==> src/rtl/combinational_to_pkg.sv <==
// Shared constants for the one-hot ring next-state block.
// Holds the default ring size, the S0 code, and the error counter
// width and saturation value.
package combinational_to_pkg;

  // Default number of one-hot state bits (legal range 2..16).
  localparam int WIDTH_DEFAULT = 6;
  localparam int WIDTH_MAX     = 16;

  // S0 code at maximum width; callers truncate to their own WIDTH.
  localparam logic [WIDTH_MAX-1:0] S0_CODE = 16'h0001;

  // Saturating error counter.
  localparam int                  ERR_CNT_W   = 8;
  localparam logic [ERR_CNT_W-1:0] ERR_CNT_MAX = 8'd255;

endpackage

==> src/rtl/combinational_to_onehot_check.sv <==
// onehot_check: purely combinational legality check and ring advance.
// Ports: x (state code in), legal (popcount(x) == 1), rot (x rotated left by one).
// No state and no clock; the parent registers the results.
module onehot_check
  import combinational_to_pkg::*;
#(
  parameter int WIDTH = WIDTH_DEFAULT
) (
  input  logic [WIDTH-1:0] x,
  output logic             legal,
  output logic [WIDTH-1:0] rot
);

  // Five bits are enough to count up to 16 set bits.
  logic [4:0] ones;

  always_comb begin
    ones = 5'd0;
    for (int i = 0; i < WIDTH; i++) begin
      ones = ones + 5'(x[i]);
    end
    legal = (ones == 5'd1);
  end

  // Si -> S(i+1 mod WIDTH): the MSB wraps around into bit 0.
  assign rot = {x[WIDTH-2:0], x[WIDTH-1]};

endmodule

==> src/rtl/combinational_to.sv <==
// combinational_to: registered next-state of a WIDTH-state one-hot ring.
// Ports: clk, rst (async, active-high), en (hold when low), X (current code),
//        Y (registered next code), err (last sample illegal), err_cnt (saturating count).
module combinational_to
  import combinational_to_pkg::*;
#(
  parameter int WIDTH = WIDTH_DEFAULT
) (
  input  logic                 clk,
  input  logic                 rst,
  input  logic                 en,
  input  logic [WIDTH-1:0]     X,
  output logic [WIDTH-1:0]     Y,
  output logic                 err,
  output logic [ERR_CNT_W-1:0] err_cnt
);

  localparam logic [WIDTH-1:0] S0 = WIDTH'(S0_CODE);

  logic             legal;
  logic [WIDTH-1:0] rot;

  onehot_check #(.WIDTH(WIDTH)) u_onehot_check (
    .x     (X),
    .legal (legal),
    .rot   (rot)
  );

  logic [WIDTH-1:0]     y_d,       y_q;
  logic                 err_d,     err_q;
  logic [ERR_CNT_W-1:0] err_cnt_d, err_cnt_q;

  always_comb begin
    y_d       = y_q;
    err_d     = err_q;
    err_cnt_d = err_cnt_q;
    if (en) begin
      // Illegal codes recover the ring to S0 rather than propagating garbage.
      y_d   = legal ? rot : S0;
      err_d = ~legal;
      if (!legal && (err_cnt_q != ERR_CNT_MAX)) begin
        err_cnt_d = err_cnt_q + 1'b1;
      end
    end
  end

  always_ff @(posedge clk or posedge rst) begin
    if (rst) begin
      y_q       <= S0;
      err_q     <= 1'b0;
      err_cnt_q <= '0;
    end else begin
      y_q       <= y_d;
      err_q     <= err_d;
      err_cnt_q <= err_cnt_d;
    end
  end

  // Outputs come straight from flops: no combinational path from X.
  assign Y       = y_q;
  assign err     = err_q;
  assign err_cnt = err_cnt_q;

endmodule

==> config.mk <==
export PLATFORM = sky130hd
export DESIGN_NAME = combinational_to
export DESIGN_NICKNAME = d
export VERILOG_FILES = /design/src/rtl/combinational_to_pkg.sv /design/src/rtl/combinational_to_onehot_check.sv /design/src/rtl/combinational_to.sv
export SDC_FILE = /design/constraint.sdc
export NUM_CORES = 1
export LEC_CHECK = 0
export ABC_AREA = 1
export BUFFER_PORTS_ARGS = -buffer_cell sky130_fd_sc_hd__buf_2
export CAP_MARGIN = 10
export CORE_MARGIN = 1
export CORE_UTILIZATION = 51
export CTS_CLUSTER_SIZE = 12
export DETAILED_ROUTE_END_ITERATION = 7
export MAX_ROUTING_LAYER = met4
export PLACE_DENSITY = 0.75
export SYNTH_ARGS = -nofsm -noshare
export SYNTH_HDL_FRONTEND = slang
export SYNTH_HIERARCHICAL = 1
export SYNTH_SLANG_ARGS = --single-unit
export TNS_END_PERCENT = 30
==> constraint.sdc <==
create_clock -name clk -period 1.4 [get_ports clk]
set_input_delay 0.07 -clock clk [delete_from_list [all_inputs] [get_ports clk]]
set_output_delay 0.07 -clock clk [all_outputs]
set_load 0.02 [all_outputs]
==> impl_metrics.ini <==
[worst_setup_path]
path_buf_inv = 5
critPathRequiredTime_ns = 1.62
cp-start-kind = input port
critical_path.top_delay_family = adder cells
rrSetupSlack_ns = 0.04
cpMostUsedCell = fa_1
cp_max_fo = 9
crit_chain = buf_6, inv_2, fa_1, fa_1, inv_1, ha_2, fa_1, inv_1, nand2_2, nor2_4, nor2_4, nand2_8, inv_8, nand2_1, nand2_1
end_kind = register
arrival_ns = 2.50
max_stage_delay_ns = 0.50
path_class = input port to register
slowest_stage = fa_1

[yosys]
ys_seq_area_frac = 0.413
synth_cell_types = 22
synth_cells = 104
synth.cell_area_um2 = 911
synth.net_count = 118
avgSynthCellArea_um2 = 8.76
yosysWarningCount = 6
ys_ff_latch = 15

[sta]
skew_ns = 0.00284
min_period_ns = 2.28
setup_tns_ns = -12.29
max-slew-margin-rel = 0.624
setup-violations-final = 15
tightest_slew_ns = 0.564
rsz0062_at_grt = true
finalCritPeriodShare = 1.63
timing.hold.ws_ns = 0.0393
fin_ws_ns = -0.880
finalHoldViolCount = 0
max_freq_mhz = 439
slew_viol_final = 0

[die]
die_area_um2 = 1960
initial_core_util = 0.571
placementRows = 14
core_um2 = 1590
die_h_um = 44.3
fp.dieW_um = 44.3
io-pin-count = 24

[route]
vias = 746
wirelength_um = 1740
avgViaCountPerCell = 4.78
drc = 0
ant_nets = 0
routedWlPerCell_um = 11.2
first_pass_iters = 6
drtIter0Drc = 11

[clocking]
cts.clk_slew.worst_paths_ns = 0.09
clock_sinks = 15
postCtsSetupBuffers = 0
numCtsBuffers = 3
cts_tree = built
max-clock-path-buffers = 2
cts-root-buf = clkbuf_4
worstSkewPairLatency_ns = 0.28
htreeDepth = 1

[cells_and_area]
n_antenna_cell = 0
layout_common_cells = nand2_1, buf_2, dfrtp_1
fill_cells = 123
final_common_cell = nand2_1
utilization = 0.712
design_area_um2 = 1130
nets = 147
area_growth_pct = 24.6
drive_gt1_frac = 0.386

[placed_design]
pre_cts_ws_ns = -1.28
hpwl_um = 1370
gp_congestion = 0.759
placed_cell_area_um2 = 1070
io_buffers = 23

[global_routing]
antenna_found_initial = 0
grt_max_degree = 16
grt_pass1_wl_um = 3020
gr-usage-all-layers = 0.218
overflow = 0
grt_pass1_vias = 734

[job]
maxCapViolations = 0

[hold_path]
hold_class = input port to register

[power]
ir_drop_mv = 1.09
p_per_area_nw_per_um2 = 1360
leakage_nw = 0.619

[status]
violations = setup timing
status = finished, violations left
-- repair_timing --
action                                  4_1_cts  5_1_grt
hold buffers                                  1        0
endpoints found under the hold margin        14        0
endpoints found under the setup margin       15       15
resized for setup                             9        1
pin swaps                                     6        4
-- layout make-up --
class,count,area (um2),share of cell area
multi-input combinational,65,433,0.381
inverter,18,86.3,0.0761
clock buffer,4,26.3,0.0232
timing repair buffer,30,183,0.161
sequential,15,377,0.332
tap,24,30.0,0.0265
-- worst reg2reg max path, delay by kind of cell (launching register included) --
kind	cells	cell delay, ns
flip-flops	1	0.43
adder cells (fa/ha/maj)	1	0.26
buffers and inverters	2	0.17
AND/OR/NAND/NOR	5	0.46
-- routing by layer --
layer,vias to the layer above,routed length [um],track usage
li1,376,-,-
met4,0,20,0.0727
met3,4,57,0.0367
met5,-,0,-
met2,19,863,0.353
met1,347,800,0.278
-- path summary, 6_finish.rpt --
path,startpoint,end,depth (start not counted)
setup reg to reg,err_cnt[0]$_DFFE_PP0P_,err_cnt[4]$_DFFE_PP0P_,8
hold / removal,X[0],Y[1]$_DFFE_PP0P_,2
hold reg to reg,err$_DFFE_PP0P_,err$_DFFE_PP0P_,2
setup / recovery,X[1],err_cnt[4]$_DFFE_PP0P_,15
min in group asynchronous,rst,err_cnt[3]$_DFFE_PP0P_,3
max in group asynchronous,rst,Y[0]$_DFFE_PP1P_,3
-- metrics by stage --
step           cells  power [W]
2_1_floorplan    104    0.00107
3_3_place_gp     151    0.00125
3_5_place_dp     151    0.00128
4_1_cts          156    0.00156
5_1_grt          156    0.00166
6_report         156    0.00154
-- logic make-up (layout without fill, tap and decap cells) --
logic type / count (synthesis) / count (layout) / synth area share
XOR/XNOR: 3 / 3 / 0.0289
adder cells (fa/ha/maj): 5 / 5 / 0.0934
flip-flops: 15 / 15 / 0.413
buffers and inverters: 24 / 52 / 0.130
AO/OA/AOI/OAI: 8 / 8 / 0.0728
AND/OR/NAND/NOR: 49 / 49 / 0.261
-- where the power goes --
group,total (W),internal (W),leakage (nW),switching [W]
Combinational,0.000664,0.000266,0.409,0.000398
Sequential,0.000634,0.000530,0.194,0.000104
Clock,0.000245,0.000110,0.0150,0.000134
-- cells in the mapped netlist, drive strengths merged --
cell	n	area share
a22o	5	0.048
buf	6	0.049
clkinv	1	0.0055
dfrtp	14	0.38
dfstp	1	0.029
fa	3	0.066
ha	2	0.027
inv	17	0.076
nand2	35	0.17
nand3	4	0.027
nand4	1	0.0069
nor2	9	0.056
o21ai	2	0.015
o22a	1	0.0096
xnor2	3	0.029
-- flip-flops by register name, indices dropped and copies added, names as in the netlist --
| register | flops |
|---|---|
| err_cnt | 8 |
| err | 1 |
| Y | 6 |
Power figures use the tool's default switching activity.
